$ cat src/rtl/mux_rr_arbiter_if.sv
// Shared-channel bundle for the 4-requester round-robin mux arbiter.
// The master side drives requests and data; the slave side (the arbiter)
// returns the grant, the select bits, valid and the registered output.
interface mux_rr_arbiter_if;
    logic [3:0] req;
    logic [3:0] d;
    logic [3:0] gnt;
    logic       s1;
    logic       s2;
    logic       valid;
    logic       y;

    modport master (
        output req,
        output d,
        input  gnt,
        input  s1,
        input  s2,
        input  valid,
        input  y
    );

    modport slave (
        input  req,
        input  d,
        output gnt,
        output s1,
        output s2,
        output valid,
        output y
    );
endinterface

$ cat src/rtl/mux_rr_arbiter.sv
// Round-robin arbiter plus registered 4:1 single-bit mux.
// One owner at a time; each tenure is bounded to MAX_HOLD cycles while
// other requesters wait. The selected data bit is registered one cycle
// behind the grant, so the shared line behaves as a single clocked unit.
module mux_rr_arbiter #(
    parameter int MAX_HOLD = 4
) (
    input  logic             clk,
    input  logic             rst,
    mux_rr_arbiter_if.slave  bus
);

    localparam logic [7:0] HOLD_LAST = 8'(MAX_HOLD - 1);

    typedef enum logic {
        IDLE = 1'b0,
        BUSY = 1'b1
    } state_t;

    state_t     state_reg, state_next;
    logic [1:0] ptr_reg, ptr_next;
    logic [1:0] owner_reg, owner_next;
    logic [7:0] hold_reg, hold_next;
    logic [3:0] gnt_reg, gnt_next;
    logic       valid_reg, valid_next;
    logic       y_reg;

    logic [3:0] req;
    logic [3:0] others;
    logic [2:0] pick_all;
    logic [2:0] pick_oth;
    logic       grant_now;
    logic [1:0] grant_idx;

    assign req = bus.req;

    // Requests from everyone except the current owner.
    for (genvar gi = 0; gi < 4; gi++) begin : g_others
        assign others[gi] = req[gi] & (owner_reg != 2'(gi));
    end

    // Round-robin search: scan base+1, base+2, base+3, base (mod 4).
    // Returns {found, index}.
    function automatic logic [2:0] rr_pick(input logic [3:0] r, input logic [1:0] base);
        logic       found;
        logic [1:0] idx;
        logic [1:0] cand;
        found = 1'b0;
        idx   = 2'd0;
        for (int i = 1; i <= 4; i++) begin
            cand = base + 2'(i);
            if (!found && r[cand]) begin
                found = 1'b1;
                idx   = cand;
            end
        end
        return {found, idx};
    endfunction

    assign pick_all = rr_pick(req, ptr_reg);
    // In BUSY ptr equals owner, so this serves both release and preempt.
    assign pick_oth = rr_pick(others, owner_reg);

    // Next-state and next-output decode for the grant FSM.
    always_comb begin
        state_next = state_reg;
        ptr_next   = ptr_reg;
        owner_next = owner_reg;
        hold_next  = hold_reg;
        gnt_next   = gnt_reg;
        valid_next = valid_reg;
        grant_now  = 1'b0;
        grant_idx  = 2'd0;

        case (state_reg)
            IDLE: begin
                if (pick_all[2]) begin
                    grant_now = 1'b1;
                    grant_idx = pick_all[1:0];
                end
            end
            BUSY: begin
                if (!req[owner_reg]) begin
                    // Release wins over preempt; hand off with no idle bubble.
                    if (pick_oth[2]) begin
                        grant_now = 1'b1;
                        grant_idx = pick_oth[1:0];
                    end else begin
                        state_next = IDLE;
                        gnt_next   = 4'b0000;
                        valid_next = 1'b0;
                    end
                end else if (hold_reg >= HOLD_LAST && pick_oth[2]) begin
                    // ">=" so a competitor arriving after saturation-free
                    // solo holding still preempts on its first sampled edge.
                    grant_now = 1'b1;
                    grant_idx = pick_oth[1:0];
                end else if (hold_reg != 8'hFF) begin
                    hold_next = hold_reg + 8'd1;
                end
            end
            default: begin
                state_next = IDLE;
            end
        endcase

        if (grant_now) begin
            state_next = BUSY;
            ptr_next   = grant_idx;
            owner_next = grant_idx;
            hold_next  = 8'd0;
            gnt_next   = 4'b0001 << grant_idx;
            valid_next = 1'b1;
        end
    end

    // Arbitration state and registered grant outputs.
    always_ff @(posedge clk or posedge rst) begin
        if (rst) begin
            state_reg <= IDLE;
            ptr_reg   <= 2'd3;
            owner_reg <= 2'd0;
            hold_reg  <= 8'd0;
            gnt_reg   <= 4'b0000;
            valid_reg <= 1'b0;
        end else begin
            state_reg <= state_next;
            ptr_reg   <= ptr_next;
            owner_reg <= owner_next;
            hold_reg  <= hold_next;
            gnt_reg   <= gnt_next;
            valid_reg <= valid_next;
        end
    end

    // Registered mux output, driven by the select/valid from before the edge.
    always_ff @(posedge clk or posedge rst) begin
        if (rst) begin
            y_reg <= 1'b0;
        end else begin
            y_reg <= valid_reg ? bus.d[owner_reg] : 1'b0;
        end
    end

    // Select bits track the owner and hold their value while idle.
    assign bus.gnt   = gnt_reg;
    assign bus.s1    = owner_reg[1];
    assign bus.s2    = owner_reg[0];
    assign bus.valid = valid_reg;
    assign bus.y     = y_reg;

endmodule
$ cat src/flat_wrapper.sv
// flat-port wrapper written by rule: the top's interface ports become plain ports
module mux_rr_arbiter_flat 
#(
    parameter int MAX_HOLD = 4
)
  (clk, rst, bus_req, bus_d, bus_gnt, bus_s1, bus_s2, bus_valid, bus_y);
  mux_rr_arbiter_if bus_i ();
  input  logic clk;
  input  logic rst;
  input wire logic [$bits(bus_i.req)-1:0] bus_req;
  input wire logic [$bits(bus_i.d)-1:0] bus_d;
  output wire logic [$bits(bus_i.gnt)-1:0] bus_gnt;
  output wire logic [$bits(bus_i.s1)-1:0] bus_s1;
  output wire logic [$bits(bus_i.s2)-1:0] bus_s2;
  output wire logic [$bits(bus_i.valid)-1:0] bus_valid;
  output wire logic [$bits(bus_i.y)-1:0] bus_y;
  assign bus_i.req = bus_req;
  assign bus_i.d = bus_d;
  assign bus_gnt = bus_i.gnt;
  assign bus_s1 = bus_i.s1;
  assign bus_s2 = bus_i.s2;
  assign bus_valid = bus_i.valid;
  assign bus_y = bus_i.y;
  mux_rr_arbiter #(.MAX_HOLD(MAX_HOLD)) u_core (.clk(clk), .rst(rst), .bus(bus_i));
endmodule
$ cat config.mk
export PLATFORM = sky130hd
export DESIGN_NAME = mux_rr_arbiter_flat
export DESIGN_NICKNAME = d
export VERILOG_FILES = /design/src/rtl/mux_rr_arbiter_if.sv /design/src/rtl/mux_rr_arbiter.sv /design/src/flat_wrapper.sv
export SDC_FILE = /design/constraint.sdc
export NUM_CORES = 1
export LEC_CHECK = 0
export ABC_AREA = 1
export CORE_MARGIN = 2
export CORE_UTILIZATION = 45
export DETAILED_ROUTE_END_ITERATION = 6
export PLACE_DENSITY = 0.72
export SYNTH_ARGS = -nofsm -noshare
export SYNTH_HDL_FRONTEND = slang
export SYNTH_SLANG_ARGS = --single-unit
$ cat constraint.sdc
create_clock -name clk -period 2.1 [get_ports clk]
set_input_delay 0.42 -clock clk [delete_from_list [all_inputs] [get_ports clk]]
set_output_delay 0.42 -clock clk [all_outputs]
set_load 0.01 [all_outputs]
After elaboration in Yosys (flattened, before gate mapping). Index checks and enable logic that the tools add are counted.

Output and inout bits: 8. Register bits after elaboration: 19. Bits of input ports: 10.

Add/sub/neg operators: 7. Shift-type cells: 1. Reductions and logical operators: 19. Eq/ne operators: 7. Mux-type cells: 63. $lt $le $gt $ge: 9. Bitwise operators: 5.

Operators with widths (count): $mux W8 (5); $mux W1 (30); $lt A2 B3 Y1 const B (8); $mux W2 (12); $bmux W1 S2 (10); $mux W4 (4); $add A2 B2 Y2 const B (4); $add A8 B1 Y8 const B (1); $ge A8 B2 Y1 const B (1); $ne A8 B8 Y1 const B (1); $reduce_bool A2 Y1 (4); $logic_and A1 B1 Y1 (7); $logic_not A1 Y1 (6); $ne A2 B1 Y1 const B (3); $ne A2 B2 Y1 const B (3); $add A2 B1 Y2 const B (2); $and A1 B1 Y1 (4); $pmux W2 S2 (1); $reduce_and A4 Y1 (1); $shl A1 B2 Y4 const A (1); $reduce_and A3 Y1 (1); $pmux W1 S2 (1); $not A1 Y1 (1).

Depth between registers and ports, before layout. Gate-level depths: netlist of run 1.

Word-level depth: 20. Depth in mapped cells: 16. Mapped depth without buffers: 16.

Least setup slack after synthesis of run 1. Ideal clock, no wire load.

Kind: reg2reg. Start: register u_core.owner_reg[1]. End: register u_core.hold_reg[2]. Clock period less this slack: 1.978 ns. Data required time: 1.979 ns. Data arrival time: 1.857 ns. Cell stages (with the launch flop): 15. Path buffers: 0. Setup slack: 0.122 ns. Library setup time: 0.121 ns. Cells stage by stage: dfrtp_1 > inv_2 > ha_1 > inv_1 > nand3_1 > nand2_1 > nand2_1 > inv_1 > nand3_1 > nand2_2 > nand2_4 > inv_8 > nand2_8 > nor2_1 > nor2_1.

Word-level cells in the longest chain between the ends: 20. Elaborated cells between the ends (all ways): 42. Classes of those cells: add/sub: 3; eq/ne: 4; mux: 19; bitwise: 4; reduce/logical: 12.

RTL lines: from (decl) (RTL line mux_rr_arbiter.sv:22) `logic [1:0] owner_reg, owner_next;`; from (signal assigned) (RTL line mux_rr_arbiter.sv:129) `owner_reg <= owner_next;`; $ne A2 B1 Y1 (tied with other cells) (RTL line mux_rr_arbiter.sv:39) `assign others[gi] = req[gi] & (owner_reg != 2'(gi));`; $and A1 B1 Y1 (RTL line mux_rr_arbiter.sv:39); $bmux W1 S2 (RTL line mux_rr_arbiter.sv:52) `if (!found && r[cand]) begin`; $mux W1 (not written as such) (RTL line mux_rr_arbiter.sv:52); $mux W1 (RTL line mux_rr_arbiter.sv:52); $logic_not A1 Y1 (RTL line mux_rr_arbiter.sv:52); $logic_and A1 B1 Y1 (RTL line mux_rr_arbiter.sv:52); $mux W1 (RTL line mux_rr_arbiter.sv:52); (+4 left out); $logic_and A1 B1 Y1 (RTL line mux_rr_arbiter.sv:52); $mux W1 (RTL line mux_rr_arbiter.sv:52); $logic_and A1 B1 Y1 (RTL line mux_rr_arbiter.sv:93) `end else if (hold_reg >= HOLD_LAST && pick_oth[2]) begin`; $mux W1 (RTL line mux_rr_arbiter.sv:93); $mux W1 (RTL line mux_rr_arbiter.sv:83) `if (!req[owner_reg]) begin`; $pmux W1 S2 (RTL line mux_rr_arbiter.sv:75) `case (state_reg)`; $ne A2 B1 Y1 (no source line) / $reduce_bool A2 Y1 (equally long branches); $reduce_and A4 Y1 (no source line); to (signal assigned) (RTL line mux_rr_arbiter.sv:130) `hold_reg <= hold_next;`; to (decl) (RTL line mux_rr_arbiter.sv:23) `logic [7:0] hold_reg, hold_next;`.

Parallel ways exist; a longest one is shown, timed or not. The select of a mux whose other input is x is not followed. A chain may end at the register's enable or synchronous reset.

Worst setup path after layout of run 1.
Start: register u_core.owner_reg[0]. End: register u_core.gnt_reg[3], in the netlist u_core.bus.gnt[3].

Word-level cells in the longest chain between the ends: 20. Elaborated cells between the ends (all ways): 50. Classes of those cells: add/sub: 3; eq/ne: 5; shift: 1; mux: 27; bitwise: 4; reduce/logical: 10.

RTL lines: $ne A2 B1 Y1 (tied with other cells) (RTL line mux_rr_arbiter.sv:39); $and A1 B1 Y1 (RTL line mux_rr_arbiter.sv:39); $bmux W1 S2 (RTL line mux_rr_arbiter.sv:52); $mux W1 (not written as such) (RTL line mux_rr_arbiter.sv:52); $mux W1 (RTL line mux_rr_arbiter.sv:52); $logic_not A1 Y1 (RTL line mux_rr_arbiter.sv:52); $logic_and A1 B1 Y1 (RTL line mux_rr_arbiter.sv:52); $mux W1 (RTL line mux_rr_arbiter.sv:52); (+4 left out); $logic_and A1 B1 Y1 (RTL line mux_rr_arbiter.sv:52); $mux W1 (RTL line mux_rr_arbiter.sv:52); $logic_and A1 B1 Y1 (RTL line mux_rr_arbiter.sv:93); $mux W1 / $mux W2 (equally long branches) (RTL line mux_rr_arbiter.sv:93); $mux W1 / $mux W2 (equally long branches) (RTL line mux_rr_arbiter.sv:83); $pmux W1 S2 / $pmux W2 S2 (equally long branches) (RTL line mux_rr_arbiter.sv:75); $ne A2 B2 Y1 (no source line) (tied with other cells); $reduce_and A3 Y1 (no source line) / $mux W4 (equally long branches); to (signal assigned) (RTL line mux_rr_arbiter.sv:131) `gnt_reg <= gnt_next;`; to (decl) (RTL line mux_rr_arbiter.sv:24) `logic [3:0] gnt_reg, gnt_next;`.

Parallel ways exist; a longest one is shown, timed or not. The select of a mux whose other input is x is not followed.

==> impl_metrics.json, run 1 <==
{
  "routed_via_density": 4.95,
  "antennaDiodeCount": 0,
  "die-area_um2": 3990,
  "clockBufferDepth": 2,
  "clock-root-buffer": "clkbuf_4",
  "cts_tree": "built",
  "die_y_um": 63.1,
  "drt_pass1_iterations": 4,
  "arrival_ns": 2.28,
  "finClkSkew_ns": 0.00932,
  "min_period_ns": 2.02,
  "setup_viol": 0,
  "synthCells": 243,
  "antenna_found_initial": 0,
  "slew_headroom": 0.823,
  "cts_made_buffers": 3,
  "worstMarginPinSlew_ns": 0.262,
  "p_switching_mw": 2.02,
  "end_kind": "register",
  "drv_cap": 0,
  "grt_max_degree": 20,
  "drive_gt1_frac": 0.247,
  "die_width_um": 63.1,
  "largest_reg_flops": 8,
  "final_core_util": 0.622,
  "vias": 1650,
  "grt_pass1_wl_um": 6330,
  "swShare": 0.525,
  "synthAdderAreaFrac": 0.0397,
  "synth_top_family_by_area": "simple AND/OR/NAND/NOR gates",
  "synth.distinct_cells": 28,
  "clkLatencyLatePin_ns": 0.30,
  "routed_wl_um": 3900,
  "drt_first_iter_violations": 83,
  "ctsHtreeMaxLevel": 1,
  "yosys-mux-area-fraction": 0,
  "synth_xor_xnor_area_share": 0.0278,
  "synth-seq-cells": 19,
  "clock_sinks": 19,
  "seq_power_share": 0.167,
  "post-dp-hpwl_um": 2680,
  "max_freq_ghz": 0.494,
  "p_comb_frac": 0.784,
  "peakVddDrop_uv": 778,
  "numPortBuffers": 17,
  "rows": 21,
  "synth_simple_gate_area_frac": 0.459,
  "outcome": "finished, final reports clean",
  "leakage_nw": 1.12,
  "pin_count": 18,
  "dr_wl_met3_um": 196,
  "setup_ws_ns": 0.0767,
  "synth_area_um2": 1570,
  "gp_congestion": 0.856,
  "wl_met2_um": 1810,
  "synth_sequential_area_ratio": 0.304,
  "required_ns": 2.35,
  "cp_max_fo": 5,
  "drc": 0,
  "grt_overflow": 0,
  "ant_nets": 0,
  "path_class": "register to register",
  "synth_compound_area_frac": 0.0795,
  "syn_to_final_growth_pct": 31.9,
  "wire_per_inst_um": 11.7,
  "syn_nets": 258,
  "top_layer": "met4",
  "post-route-period-util": 0.963,
  "post-place-ws_ns": -0.0975,
  "grt_pass1_vias": 1469,
  "min_path_type": "input pin to asynchronous set/reset pin",
  "track_usage": 0.192,
  "final_max_slew_viol_count": 0,
  "initial_core_util": 0.472,
  "internal_power_mw": 1.83,
  "power_density_nw_per_um2": 1850,
  "crit_path_start_kind": "register",
  "clk_pin_slew_ns": 0.11,
  "hold_violations": 0,
  "power.share.clock": 0.048,
  "wl_met1_um": 1830,
  "nets": 303,
  "core_um2": 3340,
  "yosys_warnings": 0,
  "avgSynthCellArea_um2": 6.48
}
[cells by family after synthesis]
family	after synthesis
simple gates	163
buf+inv	31
compound gates	20
flops	19
xor+xnor	5
fa+ha+maj	5
[routing by layer]
| metal | vias to the layer above | track usage |
|---|---|---|
| li1 | 860 | - |
| met1 | 724 | 0.271 |
| met2 | 55 | 0.313 |
| met3 | 11 | 0.0411 |
| met4 | 0 | 0.0194 |
| met5 | - | 0 |
[metrics by stage]
stage	power, mW	instance area (um^2)	setup TNS, ns	std cells	hold slack [ns]
floorplan	2.48	1570	0	243	0.370
detailed placement	3.27	1900	-1.06	319	0.465
global route	4.22	2080	-0.305	333	0.455
finish	3.85	2080	0	333	0.418
CTS	3.47	1920	0	323	0.424
global placement	3.27	1900	-1.22	319	0.454
[power by group through the flow]
stage	Combinational (mW)	Sequential (mW)	Clock, mW
after floorplan	1.84	0.640	0
after global placement	2.63	0.636	0
after detailed placement	2.64	0.633	0
after CTS	2.65	0.630	0.193
after global routing	3.35	0.662	0.207
final	3.02	0.644	0.186
[critical path, cell delays in order, from the launching register on]
cell and delay [ns]:
dfrtp_2 0.46, buf_6 0.14, ha_1 0.19, inv_2 0.08
nand3_2 0.10, nand3_1 0.11, nand2_1 0.13, buf_4 0.16
nand4_1 0.08, nand3_1 0.09, o21ai_0 0.25, nand2_1 0.10
nand2_1 0.08
[worst paths after layout]
| check | from | end | slack (ns) | depth (start not counted) |
|---|---|---|---|---|
| setup / recovery | u_core.owner_reg[0]$_DFFE_PP0P_ | u_core.bus.gnt[3]$_DFFE_PP0P_ | 0.08 | 12 |
| hold / removal | rst | u_core.bus.gnt[3]$_DFFE_PP0P_ | 0.42 | 3 |
| setup reg to reg | u_core.owner_reg[0]$_DFFE_PP0P_ | u_core.bus.gnt[3]$_DFFE_PP0P_ | 0.08 | 12 |
| hold reg to reg | u_core.bus.gnt[2]$_DFFE_PP0P_ | u_core.bus.gnt[2]$_DFFE_PP0P_ | 0.49 | 2 |
| max in group asynchronous | rst | u_core.ptr_reg[1]$_DFFE_PP1P_ | 1.42 | 3 |
| min in group clk | u_core.bus.gnt[2]$_DFFE_PP0P_ | u_core.bus.gnt[2]$_DFFE_PP0P_ | 0.49 | 2 |
[cell usage in the layout, fill, tap and decap left out, types with 4 or more instances in the layout]
cell type        instances
ha_1                     4
xor2_1                   5
o21ai_0                 10
nand3_1                 21
nand2_1                 95
nand2_2                  7
nand3_2                 12
nor2_1                  20
buf_4                   22
inv_2                    7
inv_1                   18
dfrtp_1                 16
clkdlybuf4s50_1         17
[Yosys cell counts]
cell / count / share of area
nand2_4: 1 / 0.0072
inv_2: 4 / 0.0095
nand2_1: 97 / 0.23
dfrtp_1: 17 / 0.27
ha_1: 5 / 0.040
inv_1: 22 / 0.052
nand2_8: 1 / 0.013
xor2_1: 5 / 0.028
a21boi_0: 2 / 0.0095
o21ai_0: 10 / 0.032
a22oi_1: 1 / 0.0048
nand3_2: 3 / 0.019
o21bai_4: 1 / 0.012
nand4_1: 3 / 0.012
buf_6: 1 / 0.0072
o21ai_2: 1 / 0.0056
nor2_2: 1 / 0.0040
inv_4: 1 / 0.0040
nand3_1: 30 / 0.095
inv_8: 1 / 0.0072
nand2_2: 5 / 0.020
o21ai_1: 2 / 0.0064
dfstp_2: 2 / 0.033
inv_6: 1 / 0.0056
buf_4: 1 / 0.0048
nor2_4: 1 / 0.0072
nor2_1: 21 / 0.050
a21oi_1: 3 / 0.0095
[layout make-up]
| class | count | area, um^2 |
|---|---|---|
| clock inverter | 1 | 5.00 |
| clock buffer | 3 | 22.5 |
| timing repair buffer | 42 | 363 |
| tap | 46 | 57.6 |
| multi-input combinational | 193 | 1020 |
| inverter | 29 | 126 |
| fill | 291 | 1260 |
| sequential | 19 | 479 |
[repair_timing]
item / CTS / global route
gates resized for setup: 0 / 22
endpoints found under the hold margin: 0 / 0
endpoints found under the setup margin: 0 / 18
hold buffers: 0 / 0
setup buffers: 0 / 9
Note: power is estimated with default switching activity, not from simulation.
==> run 2, diff against run 1 <==
Settings changed: HOLD_SLACK_MARGIN set to 0.02.
==> results of run 2 <==
Same layout as run 1: the final DEF is identical, and so are final timing and power.
==> RTL change 1 (flow settings as in run 1) <==
`hold_reg` no longer has a reset.
--- a/src/rtl/mux_rr_arbiter.sv
+++ b/src/rtl/mux_rr_arbiter.sv
@@ -120,17 +120,19 @@
             state_reg <= IDLE;
             ptr_reg   <= 2'd3;
             owner_reg <= 2'd0;
-            hold_reg  <= 8'd0;
             gnt_reg   <= 4'b0000;
             valid_reg <= 1'b0;
         end else begin
             state_reg <= state_next;
             ptr_reg   <= ptr_next;
             owner_reg <= owner_next;
-            hold_reg  <= hold_next;
             gnt_reg   <= gnt_next;
             valid_reg <= valid_next;
         end
+    end
+
+    always_ff @(posedge clk) begin
+        hold_reg <= hold_next;
     end
 
     // Registered mux output, driven by the select/valid from before the edge.
Behaviour: no difference found for any inputs over 10 cycles, from zero or initial values and one cycle with rst high; that may be too few to reach the edited logic, so the function may still have changed.
==> RTL change 1 against run 1 <==
- wire length fell by 6.8%
- fmax rose by 4.6%
- critical path type is now input pin to flip-flop
- critical endpoint is now u_core.bus.gnt[0]$_DFFE_PP0P_
- sequential cell count did not move
- power fell by 8.4%
- synthesized area rose by 9.9%
- die area rose by 9.2%
- first-iteration DRC count fell by 14%
- cell area fell by 1.6%
- setup slack improved by 0.088 ns
==> RTL change 1: results (changes against run 1) <==
HPWL Detailed -> 2891 microns (+8.0%)
DP Worst Slack -> -0.1009 ns (-0.003325 ns)
WL final -> 3636 microns (-6.8%)
DP Area -> 1997 sq um (+5.3%)
Initial DRC Count -> 71 (-14%)
Reg-to-Reg End -> u_core.bus.gnt[0]$_DFFE_PP0P_
Worst R2R Start -> u_core.owner_reg[1]$_DFFE_PP0P_
Clock Latency Late Sink -> 0.26 ns (-0.04 ns)
leakage -> 0.9743 nW (-13%)
Die ar. -> 4355 sq um (+9.2%)
largest net degree at the start of global routing -> 14 (-30%)
Worst Skew -> 0.001016 ns (-0.008303 ns)
top post-synthesis cells by count -> nand2_1 (65), nand3_1 (19), nand2_2 (16)
clock-pin slew on the worst setup and hold paths -> 0.07 ns (-0.04 ns)
Worst Setup SP -> bus_req[3]
vias -> 1577 (-4.4%)
CTS Root Cell -> clkbuf_8
initial antenna violation count -> 0 (unchanged)
signal buffers share of area -> 13.10% (-4.4 points)
Flop pwr share -> 17.8% (+1.1 points)
# nets final -> 283 (-6.6%)
wire per inst -> 11.54 microns (-1.5%)
post-synthesis xor/xnor area fraction -> 3.039% (+0.26 points)
multi-input gate count -> 189 (-2.1%)
GR Util met1 -> 23.95% (-3.2 points)
M3 GR Usage -> 3.578% (-0.53 points)
Critical Path AT -> 2.09 ns (-0.19 ns)
layout cells sized above 1 -> 31.46% (+6.7 points)
Max-Slew Margin vs Limit -> 72.53% (-9.8 points)
post-synth cell types -> 32 (+14%)
FF-to-FF setup slack -> 0.20 ns (+0.12 ns)
post-synthesis adder-cell area fraction -> 3.618% (-0.36 points)
bufs w/o clock -> 30 (-29%)
asr flop ratio synth -> 57.89% (-42 points)
ClkCell Share -> 2.266% (+0.94 points)
outcome -> completed
maximum vdd drop -> 0.6493 mV (-17%)
area occupied by multi-input gates -> 1132 sq um (+11%)
RD Place Congestion -> 0.8370 (-2.2%)
Synth Net Count -> 255 (-1.2%)
register area share after synthesis -> 25.33% (-5.0 points)
mean post-synth cell area -> 7.205 sq um (+11%)
worst reg2reg path depth -> 11 (-1)
Met3 Wirelength -> 104 microns (-47%)
nonclk inv count -> 25 (-14%)
overall power -> 3.523 mW (-8.4%)
met2 usage -> 32.07% (+0.82 points)
Power Internal -> 1.642 mW (-10%)
Seq/total area -> 21.43% (-1.7 points)
Tot GR Track Use -> 18.27% (-0.94 points)
top cells by area, synth -> nand2_1 (14%), dfrtp_1 (13%), dfxtp_1 (9.3%)
vias in the first global route -> 1518 (+3.3%)
Crit Path Max Fanout -> 6 (+1)
first-pass GRT wire length -> 6437 microns (+1.6%)
Cells after DPL -> 311 (-2.5%)
crit path capture -> u_core.bus.gnt[0]$_DFFE_PP0P_
final core occ -> 55.39% (-6.8 points)
fillers -> 365 (+25%)
==> RTL change 1: cell types whose count changed in the layout (fill, tap and decap cells not counted), moves of 5 or more <==
cell	run 1	this run
a21oi_2	1	7
buf_4	22	13
dfrtp_1	16	9
dfxtp_1	0	8
inv_1	18	12
inv_2	7	12
nand2_1	95	65
nand2_2	7	16
nand4_1	3	10
nor2_1	20	14
o21ai_0	10	3
==> RTL change 1: cell families (layout without fill, tap and decap cells) <==
group                    after synthesis  count (layout)
AND/OR/NAND/NOR                      153             153
buffers and inverters                 32              59
AO/OA/AOI/OAI                         25              25
flip-flops                            19              19
XOR/XNOR                               6               6
adder cells (fa/ha/maj)                5               5
==> RTL change 1: critical path, cell delays in order <==
cell,delay (ns)
clkdlybuf4s50_1,0.56
nand2_1,0.18
nand3_1,0.09
nand2_1,0.10
inv_2,0.05
nor2_4,0.10
nand2_1,0.07
nand2_1,0.08
nand2_1,0.06
nor2_1,0.19
nor2_4,0.08
nand3_2,0.06
nand2_1,0.04
==> RTL change 2 (settings of run 1) <==
Without the edit above. Reset style: synchronous (`rst`), changed in 2 clocked blocks.
--- a/src/rtl/mux_rr_arbiter.sv
+++ b/src/rtl/mux_rr_arbiter.sv
@@ -115,7 +115,7 @@
     end
 
     // Arbitration state and registered grant outputs.
-    always_ff @(posedge clk or posedge rst) begin
+    always_ff @(posedge clk) begin
         if (rst) begin
             state_reg <= IDLE;
             ptr_reg   <= 2'd3;
@@ -134,7 +134,7 @@
     end
 
     // Registered mux output, driven by the select/valid from before the edge.
-    always_ff @(posedge clk or posedge rst) begin
+    always_ff @(posedge clk) begin
         if (rst) begin
             y_reg <= 1'b0;
         end else begin
Function: differs if rst is asserted again (counterexample within 4 cycles, from zero or initial values and one cycle with rst high); with rst held inactive, the same outputs for 10 cycles.
==> RTL change 2 against run 1 <==
- sequential cell count unchanged
- cell count decreased by 7.5%
- setup slack improved by 0.082 ns
- wire length decreased by 15%
- synthesized area decreased by 0.87%
- cell area decreased by 8.9%
- power decreased by 38%
- clock skew decreased by 0.0066 ns
- critical endpoint is now u_core.bus.gnt[0]$_SDFFE_PP0P_
- largest cell class unchanged
==> RTL change 2: results (changes against run 1) <==
Crit Path Max Fanout -> 9 (+4)
fillers -> 347 (+19%)
Critical Path AT -> 2.15 ns (-0.13 ns)
Cells after DPL -> 304 (-4.7%)
layout cells sized above 1 -> 24.81% (+0.070 points)
Synth Net Count -> 248 (-3.9%)
YS warnings -> 0 (unchanged)
worst hold path class -> flip-flop to flip-flop
outcome -> completed
crit-path max cell delay -> 0.37 ns (-0.09 ns)
Initial DRC Count -> 44 (-47%)
post-synth cell types -> 31 (+11%)
top cells by area, synth -> dfxtp_1 (24%), nand2_1 (16%), nand3_1 (11%)
WL final -> 3310 microns (-15%)
Worst Skew -> 0.002690 ns (-0.006629 ns)
asr flop ratio synth -> 0% (-100 points)
worst reg2reg path depth -> 15 (+3)
vias in the first global route -> 1396 (-5.0%)
register area share after synthesis -> 24.38% (-6.0 points)
DP Worst Slack -> -0.1124 ns (-0.01485 ns)
Max-Slew Margin vs Limit -> 72.06% (-10 points)
# nets final -> 278 (-8.3%)
top post-synthesis cells by count -> nand2_1 (65), nand3_1 (33), dfxtp_1 (19)
maximum vdd drop -> 0.7791 mV (+0.18%)
leakage -> 0.8326 nW (-25%)
Syn Inst Count -> 233 (-4.1%)
first-pass GRT wire length -> 6037 microns (-4.7%)
RD Place Congestion -> 0.7971 (-6.9%)
HPWL Detailed -> 2600 microns (-2.9%)
crit path max-delay cell type -> dfxtp_2
wire per inst -> 10.75 microns (-8.3%)
Via density -> 4.935 (-0.40%)
largest net degree at the start of global routing -> 14 (-30%)
## RTL change 2: kinds of logic (layout without fill, tap and decap cells)
kind of cell	count (synthesis)	in the layout	share of synthesized area [%]
adder cells (fa/ha/maj)	5	5	4.010
XOR/XNOR	2	2	1.123
buffers and inverters	29	58	8.581
AND/OR/NAND/NOR	151	151	52.13
flip-flops	19	19	24.38
AO/OA/AOI/OAI	27	27	9.784
## RTL change 2: area by class of cell
type	instances	area (sq um)	area share, %
clock buffers	3	22.52	1.191
clock inverters	1	5.005	0.2647
inverters	27	111.4	5.890
multi-input cells	185	1062	56.19
flip-flops and latches	19	382.9	20.25
well taps	46	57.56	3.044
repair buffers	27	249.0	13.17
## RTL change 2: where the power goes
group	leakage, nW	total, mW	internal (mW)	switching [mW]
logic	0.659	1.70	0.648	1.05
registers	0.156	0.521	0.440	0.0806
clock network	0.0177	0.186	0.0710	0.115
## RTL change 2: repair_timing
action,in CTS,in global routing
resized for setup,0,8
endpoints found under the setup margin,0,9
hold buffers,0,0
## RTL change 2: worst min-delay path, delay by kind of cell, from the launching register on
family	cells	cell delay, ns
flip-flops	1	0.33
AND/OR/NAND/NOR	1	0.06
AO/OA/AOI/OAI	1	0.05
## RTL change 2: through the flow
| stage | power, mW | utilization [%] | cell area (sq um) | TNS, ns |
|---|---|---|---|---|
| 2_1_floorplan | 1.785 | - | 1560 | 0 |
| 3_3_place_gp | 2.168 | 55.16 | 1841 | -0.3271 |
| 3_5_place_dp | 2.186 | 55.16 | 1841 | -0.5801 |
| 4_1_cts | 2.378 | 55.98 | 1868 | 0 |
| 5_1_grt | 2.641 | 56.66 | 1891 | -0.008751 |
| 6_report | 2.403 | 56.66 | 1891 | 0 |
## RTL change 2: per-layer routing
layer / global-route usage [%] / share of wire [%] / vias to the layer above
met5: 0 / 0 / -
met4: 1.667 / 0 / 0
met3: 3.243 / 3.4 / 0
met2: 30.59 / 46 / 26
met1: 24.72 / 50 / 672
li1: - / - / 822
## RTL change 2: path summary, 6_finish.rpt
path	from	endpoint	slack [ns]
hold reg to reg	u_core.hold_reg[7]$_SDFFE_PP0P_	u_core.hold_reg[7]$_SDFFE_PP0P_	0.48
setup reg to reg	u_core.owner_reg[1]$_SDFFE_PP0P_	u_core.bus.gnt[0]$_SDFFE_PP0P_	0.16
hold / removal	u_core.hold_reg[7]$_SDFFE_PP0P_	u_core.hold_reg[7]$_SDFFE_PP0P_	0.48
setup / recovery	u_core.owner_reg[1]$_SDFFE_PP0P_	u_core.bus.gnt[0]$_SDFFE_PP0P_	0.16
